--- src/rtl/demux1t8_4_seq.sv ---
// Registered 1-to-8 demux and frame assembler.
// Fills eight held channels and pulses frame_done when all are written.
module demux1t8_4_seq #(
  parameter int            W       = 4,
  parameter logic [W-1:0]  RST_VAL = '0
) (
  input  logic         clk,
  input  logic         rst,
  input  logic [W-1:0] din,
  input  logic [2:0]   sel,
  input  logic         wr,
  input  logic         auto,
  input  logic         clr,
  output logic [W-1:0] o0,
  output logic [W-1:0] o1,
  output logic [W-1:0] o2,
  output logic [W-1:0] o3,
  output logic [W-1:0] o4,
  output logic [W-1:0] o5,
  output logic [W-1:0] o6,
  output logic [W-1:0] o7,
  output logic [2:0]   ptr,
  output logic [7:0]   upd,
  output logic         frame_done
);

  logic [W-1:0] r_bank [8];
  logic [2:0]   r_ptr;
  logic [7:0]   r_upd;
  logic         r_done;

  logic [2:0]   w_tgt;
  logic [7:0]   w_upd_nxt;
  logic         w_full;

  assign w_tgt     = auto ? r_ptr : sel;
  assign w_upd_nxt = r_upd | (8'(1) << w_tgt);
  assign w_full    = (w_upd_nxt == 8'hFF);

  // rst and clr share one clear path; rst only wins by being first
  always_ff @(posedge clk) begin
    if (rst || clr) begin
      for (int i = 0; i < 8; i++) begin
        r_bank[i] <= RST_VAL;
      end
      r_ptr  <= '0;
      r_upd  <= '0;
      r_done <= 1'b0;
    end else if (wr) begin
      r_bank[w_tgt] <= din;
      if (auto) begin
        r_ptr <= r_ptr + 3'd1;
      end
      if (w_full) begin
        r_upd  <= '0;
        r_done <= 1'b1;
      end else begin
        r_upd  <= w_upd_nxt;
        r_done <= 1'b0;
      end
    end else begin
      r_done <= 1'b0;
    end
  end

  assign o0         = r_bank[0];
  assign o1         = r_bank[1];
  assign o2         = r_bank[2];
  assign o3         = r_bank[3];
  assign o4         = r_bank[4];
  assign o5         = r_bank[5];
  assign o6         = r_bank[6];
  assign o7         = r_bank[7];
  assign ptr        = r_ptr;
  assign upd        = r_upd;
  assign frame_done = r_done;

endmodule
--- config.mk ---
export PLATFORM = sky130hd
export DESIGN_NAME = demux1t8_4_seq
export DESIGN_NICKNAME = d
export VERILOG_FILES = /design/src/rtl/demux1t8_4_seq.sv
export SDC_FILE = /design/constraint.sdc
export NUM_CORES = 1
export LEC_CHECK = 0
export CAP_MARGIN = 20
export CORE_AREA = 4 4 65 79
export CTS_BUF_LIST = sky130_fd_sc_hd__clkbuf_4 sky130_fd_sc_hd__clkbuf_8 sky130_fd_sc_hd__clkbuf_16
export CTS_CLUSTER_SIZE = 16
export DETAILED_ROUTE_END_ITERATION = 16
export DIE_AREA = 0 0 69 83
export GPL_ROUTABILITY_DRIVEN = 0
export HOLD_SLACK_MARGIN = 0.15
export PLACE_DENSITY_LB_ADDON = 0.05
export SETUP_SLACK_MARGIN = 0.05
export SLEW_MARGIN = 0
export SYNTH_ARGS = -nofsm -noshare
export SYNTH_HDL_FRONTEND = slang
export SYNTH_SLANG_ARGS = --single-unit
--- constraint.sdc ---
create_clock -name clk -period 2.1 [get_ports clk]
set_input_delay 0.315 -clock clk [delete_from_list [all_inputs] [get_ports clk]]
set_output_delay 0.315 -clock clk [all_outputs]
set_load 0.03 [all_outputs]
### Yosys cells after proc, flatten, opt, wreduce, memory -nomap -nowiden

Memory sizes are Yosys's and may differ from the RTL's.
Index checks and enable logic that the tools add are counted.

* flip-flop bits (word level): 12
* output and inout port bits: 44
* logic and storage cells: 24
* RAM bits: 32
* input bits: 12
* memories kept: 1

Memory list
* r_bank: depth 8, width 4, read ports 8, clocked after memory_dff 0, write ports 8, line 27 `logic [W-1:0] r_bank [8];`

* bitwise operators: 2
* shifts and indexed selects: 1
* reductions and logical operators: 4
* eq/ne operators: 1
* muxes and demuxes: 11
* add/subtract/negate cells: 1

Operator list (number)
* 8-bit equality test, second input constant: 1
* 8-bit 2-to-1 mux: 1
* 8-bit OR: 1
* 1-bit by 3-bit left shift with 8-bit output, first input constant: 1
* 1-bit 2-to-1 mux: 7
* 3-bit 2-to-1 mux: 2
* 4-bit 2-to-1 mux: 1
* 4-bit OR reduction: 1
* 3-bit by 1-bit adder with 3-bit output, second input constant: 1
* 2-bit AND reduction: 1
* 2-bit OR reduction: 1
* 1-bit logical OR: 1
* 1-bit NOT: 1

### Longest topological paths before layout

Gate-level depths: netlist of the first run.

* depth in word-level cells: 5
* depth in mapped cells: 7
* gate-level depth less buffers: 5

### Worst setup path after synthesis of the first run

Ideal clock, no wire load.

* kind: flip-flop to flip-flop
* start point: register r_ptr[2], in the netlist ptr[2]
* end point: memory r_bank[4][0], enable pin
* slack: 300 ps
* path buffers: 0
* arrival: 1438 ps
* setup time: 362 ps
* stages on the path, launching flop included: 4
* clock period less this slack: 1800 ps
* cell sequence: dfxtp_1 > mux2_2 > nand3_1 > o21ai_0

RTL lines
* start, declared: line 28 `logic [2:0] r_ptr;`
* start signal, assigned: line 52 `r_ptr <= r_ptr + 3'd1;`
* end, declared: line 27

### Final worst setup path of the first run

* start point: register r_ptr[0], in the netlist ptr[0]
* end point: output port ptr[0]

RTL lines
* end, declared: line 22 `output logic [2:0] ptr,`

No word-level cell between the ends.

==> results of run 1 <==
[cell families (layout without fill, tap and decap cells)]
family / Yosys count / in the layout / share of synthesized area, %
and+or+nand+nor: 66 / 66 / 19.2
DFF: 44 / 44 / 58.5
AOI/OAI and AO/OA: 36 / 36 / 14.9
buffers and inverters: 9 / 93 / 2.80
muxes: 5 / 5 / 3.11
xor gates and xnor gates: 2 / 2 / 0.853
adders and majority gates: 1 / 1 / 0.609
[metrics by stage]
| stage | hold slack (ps) | utilization, % |
|---|---|---|
| 3_5_place_dp | 566 | 63.1 |
| 2_1_floorplan | 384 | - |
| 6_report | 579 | 65.5 |
| 4_1_cts | 583 | 65.3 |
| 5_1_grt | 604 | 65.5 |
| 3_3_place_gp | 548 | 63.1 |
[where the power goes]
part           leakage [nW]  internal, mW  total, mW  switching, mW
clock                0.0510         0.262      0.536          0.273
sequential            0.452         0.961      0.974         0.0129
combinational         0.649         0.118      0.271          0.153
total                  1.15          1.34       1.78          0.439
[repair_timing]
item	in CTS	in global routing
endpoints found under the setup margin	12	22
gates resized for setup	3	2
pin swaps	0	1
buffers inserted	0	1
[synthesized netlist by cell type (all sizes together)]
library cell   n  area, um^2
a41oi          8        70.1
o311ai         2        52.6
mux2           1        11.3
a32oi          2        17.5
nand2          5        18.8
a221oi         1        26.3
o211ai         4        35.0
o21ai          9        45.0
inv            6        22.5
edfxtp        32         961
nand4          1        6.26
dfxtp         12         240
nor3           5        30.0
mux2i          4        52.6
and2b          1        8.76
and3b          3        30.0
nor3b          3        37.5
o2111ai        1        15.0
xor2           2        17.5
buf            2        31.3
and2          32         200
nor2          13        48.8
ha             1        12.5
a21oi          9        45.0
clkbuf         1        3.75
nand3          3        15.0
[layout make-up]
| class | count | area (um^2) |
|---|---|---|
| clock inverters | 2 | 10.0 |
| well taps | 58 | 72.6 |
| clock buffers | 6 | 82.6 |
| fillers | 350 | 1540 |
| flip-flops and latches | 44 | 1200 |
| multi-input cells | 110 | 801 |
| repair buffers | 79 | 733 |
| inverters | 6 | 22.5 |
[per-layer routing]
layer,wire [um],global-route usage [%],up-vias
met5,0,0,-
met4,34,6.57,0
met3,235,5.45,4
met2,2570,31.5,57
met1,1910,18.6,770
li1,-,-,771
[flip-flops by register name, summed over array words and instances, names as in the netlist]
name        count
upd             8
ptr             3
r_bank         32
frame_done      1
[worst min path at each step]
stage	startpoint	endpoint	slack, ps	depth (start not counted)
finish	upd[1]	upd[1]	580	2
global route	upd[0]	upd[0]	600	2
CTS	upd[2]	upd[2]	580	2
detailed placement	upd[2]	upd[2]	570	2
global placement	upd[2]	upd[2]	550	2
floorplan	clr	frame_done	380	1
==> metrics.md, run 1 <==
| Metric | Value |
|---|---|
| Outcome | `finished clean` |
| Clock Pin Slew Worst Setup and Hold Paths | `80 ps` |
| Syn_area_per_cell | `12.6 um^2` |
| HPWL after detailed placement | `3690 um` |
| Initial antenna violation count | `0` |
| Final instance area | `0.00292 mm^2` |
| Total Routing Usage GR | `17.4%` |
| Max Slew Vio Count | `0` |
| CP Launch Type | `register` |
| Initial Util | `46.1%` |
| Die Wd | `69 um` |
| Crit Path Category | `register to primary output` |
| CP startpoint | `ptr[0]` |
| Mapped Nets | `176` |
| Leading cell type in the layout, fill and taps excluded | `clkdlybuf4s50_1` |
| Setup crit end kind | `primary output` |
| H-tree lvl count | `2` |
| Fmax | `531 MHz` |
| Reg-to-reg critical path endpoint | `r_bank[7][2]` |
| CP top delay family | `buffers and inverters` |
| Hold Path Class | `register to register` |
| Placed Cells | `296` |
| DRC Markers | `0` |
| Relative slew slack | `70.3%` |
| Routed Antenna Nets | `0` |
| Leakage | `1.15 nW` |
| Final wirelength | `4750 um` |
| YS warnings | `0` |
| Fin nets | `259` |
| DR vias/cell | `5.25` |
| Row Count | `27` |
| Synth unique cells | `30` |
| Cell count of the worst reg-to-reg path | `3` |
| Largest net degree at the start of global routing | `18` |
| Power density cells | `609 mW/mm^2` |
| DRT iter0 DRCs | `62` |
| Core area | `0.00446 mm^2` |
| Max stage delay on crit path | `740 ps` |
| Vias | `1602` |
| Antenna cells | `0` |
| Root Buffer Master | `clkbuf_8` |
| Dpl cell area | `0.00282 mm^2` |
| Final setup vio count | `0` |
| TritonCTS clock tree | `built` |
| Period minus WS final | `1880 ps` |
| Gr ovfl total | `0` |
| Final Hold Viols | `0` |
| Final worst setup slack | `216 ps` |
| Die height | `83 um` |
| Mapped cell area | `0.00205 mm^2` |
| Sequential share of the synthesized area | `58.5%` |
| Clock Latency Late Sink | `300 ps` |
| Routed len/inst | `15.6 um` |
| I/O Buffers | `55` |
| Number of global-route vias before repair | `1639` |
| Final clock skew | `11.1 ps` |
| Post-Syn Instances | `163` |
| Setup TNS | `0 ps` |
| Max cap viols | `0` |
| Post-Layout Cell Count | `305` |
| Worst reg2reg setup slack | `330 ps` |
| Ports | `56` |
| Most frequent cells in the layout | `clkdlybuf4s50_1, and2_1, edfxtp_1` |
| Slowest-stage cell, CP | `clkdlybuf4s50_1` |
| Worst Max-Slew Pin Slew | `445 ps` |
| Crit path depth | `1` |
| Hold_buf cts | `0` |
| Fraction of layout cells with a size suffix above 1 | `19.4%` |
| Peak supply drop | `0.000312 V` |
| TritonCTS Sinks | `44` |
| Worst setup endpoint | `ptr[0]` |
| CP max FO | `9` |
| Worst EP arrival | `1570 ps` |
| Worst Path Required | `1780 ps` |
| TritonCTS buffer count | `5` |
| First-pass GRT wire length | `7880 um` |
| Final Cycle Share | `89.7%` |
| Crit-path cells | `clkdlybuf4s50_1` |
| Synth-to-Final Area Change | `42.3%` |
| RSZ-0062 raised after global routing | `no` |
| Die area | `0.00573 mm^2` |
| FF+latch count, synth | `44` |
| Worst Path Buf+Inv | `1` |
| Worst r2r src | `ptr[2]` |
| Pre-CTS setup slack | `-317 ps` |
| Tot Pwr | `1.78 mW` |
| Pre-antenna DRT Iters | `4` |
| Clock Path Buffers | `2` |
(Power assumes the default switching activity.)
==> run 2, diff against run 1 <==
--- a/config.mk
+++ b/config.mk
@@ -5,12 +5,13 @@
 export SDC_FILE = /design/constraint.sdc
 export NUM_CORES = 1
 export LEC_CHECK = 0
+export ABC_AREA = 1
 export CAP_MARGIN = 20
-export CORE_AREA = 4 4 65 79
+export CORE_AREA = 4 4 64 78
 export CTS_BUF_LIST = sky130_fd_sc_hd__clkbuf_4 sky130_fd_sc_hd__clkbuf_8 sky130_fd_sc_hd__clkbuf_16
 export CTS_CLUSTER_SIZE = 16
 export DETAILED_ROUTE_END_ITERATION = 16
-export DIE_AREA = 0 0 69 83
+export DIE_AREA = 0 0 68 82
 export GPL_ROUTABILITY_DRIVEN = 0
 export HOLD_SLACK_MARGIN = 0.15
 export PLACE_DENSITY_LB_ADDON = 0.05
==> metrics.md, run 2 <==
| Metric | Value |
|---|---|
| Gr ovfl total | `0 (unchanged)` |
| Most frequent cells in the layout | `clkdlybuf4s50_1, nand2_1, nor2_1, edfxtp_1, inv_1` |
| Sequential share of the synthesized area | `61.7% (+3.2 points)` |
| Largest reg by FF count | `r_bank` |
| Reg-to-reg critical path endpoint | `upd[7]` |
| Sw power | `0.445 mW (+1.3%)` |
| Antenna cells | `0 (unchanged)` |
| Switching share of total power | `22.6% (-2.1 points)` |
| Crit Path Category | `register to primary output` |
| Min-Delay Path Depth | `2 (unchanged)` |
| Sequential Power Share | `49.2% (-5.5 points)` |
| DR vias/cell | `4.69 (-11%)` |
| I/O Buffers | `55 (unchanged)` |
| Fin nets | `278 (+7.3%)` |
| Clock Path Buffers | `2 (unchanged)` |
| Max cap viols | `0 (unchanged)` |
| CP Launch Type | `register` |
| Largest net degree at the start of global routing | `14 (-4)` |
| H-tree lvl count | `2 (unchanged)` |
| Period minus WS final | `1700 ps (-183 ps)` |
| DRT iter0 DRCs | `67 (+8.1%)` |
| Core area | `0.00423 mm^2 (-5.2%)` |
| Tot Pwr | `1.97 mW (+11%)` |
| Synth area leader | `edfxtp_1` |
| Leakage | `1.17 nW (+1.6%)` |
| Clock Latency Late Sink | `290 ps (about the same)` |
| Max stage delay on crit path | `700 ps (-40 ps)` |
| Cts repair resizes | `0 (-3)` |
| Clock Pin Slew Worst Setup and Hold Paths | `80 ps (about the same)` |
| Power density cells | `715 mW/mm^2 (+17%)` |
| Worst Path Required | `1780 ps (about the same)` |
| Met3 Use GR | `3.97% (-1.5 points)` |
| Main flop type after synthesis | `edfxtp_1` |
| Fmax | `588 MHz (+11%)` |
| Pre-CTS setup slack | `199 ps (+516 ps)` |
| GRT met1 Usage | `18.6% (about the same)` |
| Hold Path Class | `register to register` |
| Largest register FFs | `32 (unchanged)` |
| Ports | `56 (unchanged)` |
| Syn_area_per_cell | `9.98 um^2 (-21%)` |
| Pint | `1.52 mW (+14%)` |
| Hold Crit Endpoint | `ptr[2]` |
| Most common cell in the synthesized netlist | `nand2_1` |
| Slowest-stage cell, CP | `clkdlybuf4s50_1` |
| CP max FO | `4 (-5)` |
| YS warnings | `0 (unchanged)` |
| Root Buffer Master | `clkbuf_8` |
| FF+latch count, synth | `44 (unchanged)` |
| CP top delay family | `buffers and inverters` |
| Worst Path Buf+Inv | `1 (unchanged)` |
| Final wirelength | `3970 um (-16%)` |
| GR Util met2 | `27.7% (-3.8 points)` |
| Relative slew slack | `77.5% (+7.2 points)` |
| Fraction of registers with async set/reset | `0% (unchanged)` |
| Final Hold Viols | `0 (unchanged)` |
| Synth top area cells | `edfxtp_1, dfxtp_1, nand2_1` |
| Worst r2r src | `ptr[0]` |
| Mapped Nets | `208 (+18%)` |
| Combinational share of power | `13.1% (-2.1 points)` |
| Post-CTS Setup Bufs | `0 (unchanged)` |
| Die Wd | `68 um (-1.4%)` |
| Setup crit end kind | `primary output` |
| Worst reg2reg setup slack | `750 ps (+420 ps)` |
| Post-Syn Instances | `195 (+20%)` |
| First-pass GRT wire length | `6500 um (-18%)` |
| Outcome | `finished clean` |
| Hold_buf cts | `0 (unchanged)` |
| Multi-input logic area | `607 um^2 (-24%)` |
| Initial Util | `46.0% (about the same)` |
| Fraction of layout cells with a size suffix above 1 | `15.1% (-4.3 points)` |
| Worst Max-Slew Pin Slew | `337 ps (-107 ps)` |
| Row Count | `26 (-3.7%)` |
| Start point of the worst hold path | `ptr[2]` |
| Synth-to-Final Area Change | `41.6%` |
| Synth top area share | `49.4% (+2.6 points)` |
| Die height | `82 um (-1.2%)` |
| Final setup vio count | `0 (unchanged)` |
| DRC Markers | `0 (unchanged)` |
| Max Slew Vio Count | `0 (unchanged)` |
| TritonCTS buffer count | `5 (unchanged)` |
| Post-synth EDFFs | `32 (unchanged)` |
| Cell count of the worst reg-to-reg path | `10 (+7)` |
| HPWL after detailed placement | `3090 um (-16%)` |
| Busiest grt layer | `met2` |
| TritonCTS Sinks | `44 (unchanged)` |
| Clock power share | `37.7% (+7.6 points)` |
| Number of global-route vias before repair | `1384 (-16%)` |
| Synth top cells by count | `nand2_1, edfxtp_1, nor2_1` |
| Worst EP arrival | `1390 ps (-180 ps)` |
| Total Routing Usage GR | `15.9% (-1.5 points)` |
| Pre-antenna DRT Iters | `4 (unchanged)` |
| Initial antenna violation count | `0 (unchanged)` |
| Vias | `1507 (-5.9%)` |
| Final worst setup slack | `399 ps (+183 ps)` |
| RSZ-0062 raised after global routing | `no` |
| Routed Antenna Nets | `0 (unchanged)` |
| Setup TNS | `0 ps (unchanged)` |
| Leading cell type in the layout, fill and taps excluded | `clkdlybuf4s50_1` |
| Peak supply drop | `0.000415 V (+33%)` |
| Final Cycle Share | `81.0% (-8.7 points)` |
| TritonCTS clock tree | `built` |
| Final clock skew | `2.11 ps (-9.02 ps)` |
| Die area | `0.00558 mm^2 (-2.6%)` |
| Crit-path cells | `clkdlybuf4s50_1` |
| Filler Cells Inserted | `361 (+3.1%)` |
| Synth unique cells | `19 (-37%)` |
| Sequential Area | `0.00120 mm^2 (unchanged)` |
| Mapped cell area | `0.00195 mm^2 (-5.2%)` |
| Routed len/inst | `12.4 um (-21%)` |
-- run 2: cell families (layout without fill, tap and decap cells) --
group / Yosys count / count (layout) / synth area share, %
simple gates: 103 / 103 / 26.4
compound gates: 14 / 14 / 4.18
flops: 44 / 44 / 61.7
buf+inv: 33 / 103 / 7.13
fa+ha+maj: 1 / 1 / 0.643
-- run 2: worst max-delay path by stage --
| stage | endpoint | cells past startpoint | slack (ps) | startpoint |
|---|---|---|---|---|
| global route | ptr[0] | 1 | 340 | ptr[0] |
| floorplan | r_bank[2][0] | 6 | 590 | ptr[1] |
| finish | ptr[0] | 1 | 400 | ptr[0] |
| global placement | upd[3] | 11 | 220 | auto |
| CTS | ptr[0] | 1 | 380 | ptr[0] |
| detailed placement | upd[7] | 11 | 200 | auto |
-- run 2: area by class of cell --
| class | count | share of cell area [%] |
|---|---|---|
| sequential | 44 | 43.6 |
| timing repair buffer | 65 | 22.7 |
| multi-input combinational | 118 | 22.0 |
| inverter | 31 | 4.49 |
| tap | 56 | 2.54 |
| clock buffer | 5 | 2.50 |
| clock inverter | 2 | 2.18 |
-- run 2: per-layer routing --
layer / part of all wire, % / routed length [um]
met4: 1.6 / 63
met2: 52 / 2060
met3: 6.2 / 248
met1: 40 / 1600
met5: 0 / 0
-- run 2: metrics by stage --
step	std cells	instance area [um^2]	util (%)	hold WS (ps)
6_report	321	2760	65.2	522
5_1_grt	321	2760	65.2	573
4_1_cts	321	2760	65.2	526
3_5_place_dp	314	2630	62.1	514
3_3_place_gp	314	2630	62.1	508
2_1_floorplan	195	1950	-	481
-- run 2: power by group through the flow --
stage          logic [mW]  registers, mW  clock network (mW)
2_1_floorplan      0.0822           1.06                   0
3_3_place_gp        0.259          0.990                   0
3_5_place_dp        0.260          0.990                   0
4_1_cts             0.261          0.970               0.748
5_1_grt             0.276          0.973               0.809
6_report            0.258          0.970               0.742
==> run 3, diff against run 2 <==
--- a/config.mk
+++ b/config.mk
@@ -7,11 +7,11 @@
 export LEC_CHECK = 0
 export ABC_AREA = 1
 export CAP_MARGIN = 20
-export CORE_AREA = 4 4 64 78
+export CORE_AREA = 4 4 68 82
 export CTS_BUF_LIST = sky130_fd_sc_hd__clkbuf_4 sky130_fd_sc_hd__clkbuf_8 sky130_fd_sc_hd__clkbuf_16
 export CTS_CLUSTER_SIZE = 16
 export DETAILED_ROUTE_END_ITERATION = 16
-export DIE_AREA = 0 0 68 82
+export DIE_AREA = 0 0 72 86
 export GPL_ROUTABILITY_DRIVEN = 0
 export HOLD_SLACK_MARGIN = 0.15
 export PLACE_DENSITY_LB_ADDON = 0.05
==> constraint.sdc (replaced) <==
create_clock -name clk -period 1.5 [get_ports clk]
set_input_delay 0.225 -clock clk [delete_from_list [all_inputs] [get_ports clk]]
set_output_delay 0.225 -clock clk [all_outputs]
set_load 0.03 [all_outputs]
==> metrics.md, run 3 (synthesized netlist as in run 2, its figures left out) <==
| Metric | Value |
|---|---|
| Routed len/inst | `12.7 um (+2.6%)` |
| Fmax | `727 MHz` |
| Vias | `1566 (+3.9%)` |
| Period minus WS final | `1370 ps` |
| Leading cell type in the layout, fill and taps excluded | `dlygate4sd2_1` |
| Most frequent cells in the layout | `dlygate4sd2_1, nor2_1, edfxtp_1` |
| Hold Path Class | `register to register` |
| Ports | `56 (unchanged)` |
| Cell count of the worst reg-to-reg path | `10 (unchanged)` |
| Die height | `86 um (+4.9%)` |
| Final instance area | `0.00287 mm^2 (+4.2%)` |
| Final worst setup slack | `125 ps (-274 ps)` |
| DRC Markers | `0 (unchanged)` |
| Met3 WL | `261 um (+5.2%)` |
| Max layer used | `met4` |
| Largest register FFs | `32 (unchanged)` |
| TritonCTS Sinks | `44 (unchanged)` |
| Largest reg by FF count | `r_bank` |
| HPWL after detailed placement | `3190 um (+3.3%)` |
| CP Launch Type | `input pin` |
| Fraction of layout cells with a size suffix above 1 | `23.7% (+8.6 points)` |
| Post-Layout Cell Count | `339 (+5.6%)` |
| Root Buffer Master | `clkbuf_8` |
| Gr ovfl total | `0 (unchanged)` |
| Clock Path Buffers | `2 (unchanged)` |
| Final Cycle Share | `91.6%` |
| DRT iter0 DRCs | `137 (+100%)` |
| Sequential Area | `0.00121 mm^2 (+0.52%)` |
| Placed Cells | `322 (+2.5%)` |
| Worst Path Required | `1700 ps (-80 ps)` |
| Total Routing Usage GR | `14.7% (-1.2 points)` |
| Dpl cell area | `0.00267 mm^2 (+1.4%)` |
| Worst Max-Slew Pin Slew | `350 ps (+12.8 ps)` |
| Final clock skew | `4.93 ps (+2.82 ps)` |
| Fin nets | `291 (+4.7%)` |
| TritonCTS buffer count | `5 (unchanged)` |
| Relative slew slack | `76.6% (-0.85 points)` |
| TritonCTS clock tree | `built` |
| I/O Buffers | `55 (unchanged)` |
| Routed Antenna Nets | `0 (unchanged)` |
| Met2 wire len | `2060 um (about the same)` |
| Multi-input logic area | `689 um^2 (+14%)` |
| Die Wd | `72 um (+5.9%)` |
| Final Hold Viols | `0 (unchanged)` |
| Clock Latency Late Sink | `290 ps (about the same)` |
| Initial Util | `40.3% (-5.8 points)` |
| Power density cells | `912 mW/mm^2 (+28%)` |
| H-tree lvl count | `2 (unchanged)` |
| RSZ-0062 raised after global routing | `no` |
| Largest net degree at the start of global routing | `15 (+1)` |
| Initial antenna violation count | `0 (unchanged)` |
| Crit Path Category | `input pin to register` |
| Peak supply drop | `0.000643 V (+55%)` |
| Worst EP arrival | `1570 ps (+180 ps)` |
| Number of global-route vias before repair | `1501 (+8.5%)` |
| CP max FO | `8 (+4)` |
| Max cap viols | `0 (unchanged)` |
| Clock Pin Slew Worst Setup and Hold Paths | `80 ps (about the same)` |
| Row Count | `28 (+7.7%)` |
| Leakage | `1.43 nW (+22%)` |
| Final wirelength | `4310 um (+8.3%)` |
| Synth-to-Final Area Change | `47.5%` |
| Antenna cells | `0 (unchanged)` |
| WL met1 | `1820 um (+14%)` |
| Filler Cells Inserted | `444 (+23%)` |
| Max Slew Vio Count | `0 (unchanged)` |
| Core area | `0.00483 mm^2 (+14%)` |
| Setup crit end kind | `register` |
| First-pass GRT wire length | `6990 um (+7.5%)` |
| Min-Delay Path Depth | `2 (unchanged)` |
| Die area | `0.00619 mm^2 (+11%)` |
| Pre-CTS setup slack | `-308 ps (-506 ps)` |
| DR vias/cell | `4.62 (-1.6%)` |
| Outcome | `finished clean` |
| Pre-antenna DRT Iters | `5 (+1)` |
| Final setup vio count | `0 (unchanged)` |
## run 3: cell types whose count changed in the layout (fill, tap and decap cells not counted), moves of 3 or more
cell / before / now
nand2_1: 34 / 26
nand2_2: 10 / 15
clkdlybuf4s50_1: 55 / 8
buf_4: 10 / 19
nand2_4: 4 / 7
dlygate4sd2_1: 0 / 45
dfxtp_1: 12 / 9
## run 3: path summary, 6_finish.rpt
| kind | startpoint | end | slack [ps] |
|---|---|---|---|
| setup / recovery | sel[1] | upd[1] | 130 |
| hold reg to reg | ptr[1] | ptr[1] | 500 |
| setup reg to reg | ptr[0] | upd[2] | 130 |
| hold / removal | ptr[1] | ptr[1] | 500 |
## run 3: per-stage QoR
| stage | util [%] | TNS [ps] | power (mW) | hold WS, ps |
|---|---|---|---|---|
| finish | 59.4 | 0 | 2.62 | 500 |
| CTS | 57.5 | 0 | 2.62 | 509 |
| global placement | 55.1 | -14810 | 1.76 | 504 |
| floorplan | - | 0 | 1.60 | 383 |
| detailed placement | 55.1 | -16230 | 1.76 | 496 |
| global route | 59.4 | 0 | 2.73 | 528 |
## run 3: layout make-up
cell class	count	area share, %
clock buffer	5	2.40
clock inverter	3	1.48
inverter	31	4.31
multi-input combinational	120	24.0
sequential	44	42.0
tap	60	2.61
timing repair buffer	76	23.1
## run 3: power by group
group | total (mW) | switching (mW) | leakage [nW] | internal [mW]
clock | 0.890 | 0.397 | 0.0558 | 0.493
sequential | 1.35 | 0.0108 | 0.455 | 1.34
combinational | 0.375 | 0.246 | 0.921 | 0.130
total | 2.62 | 0.653 | 1.43 | 1.97
## run 3: layer usage
| layer | global-route usage (%) | vias to the layer above |
|---|---|---|
| li1 | - | 791 |
| met1 | 18.0 | 698 |
| met2 | 24.1 | 61 |
| met3 | 3.75 | 16 |
| met4 | 7.18 | 0 |
| met5 | 0 | - |
## run 3: worst max-delay path: stages
cell	delay [ps]
clkdlybuf4s50_1	500
inv_2	50
nand2_4	80
nand2_8	70
nor2_4	110
nand2_2	70
a21oi_4	190
nand3_4	140
nand2_2	90
inv_1	30
## run 3: repair_timing
action / in CTS / in global routing
setup endpoints to repair: 61 / 9
buffers inserted: 2 / 5
pin swaps: 5 / 8
cloned: 2 / 0
gates resized for setup: 51 / 17
hold buffers: 0 / 0
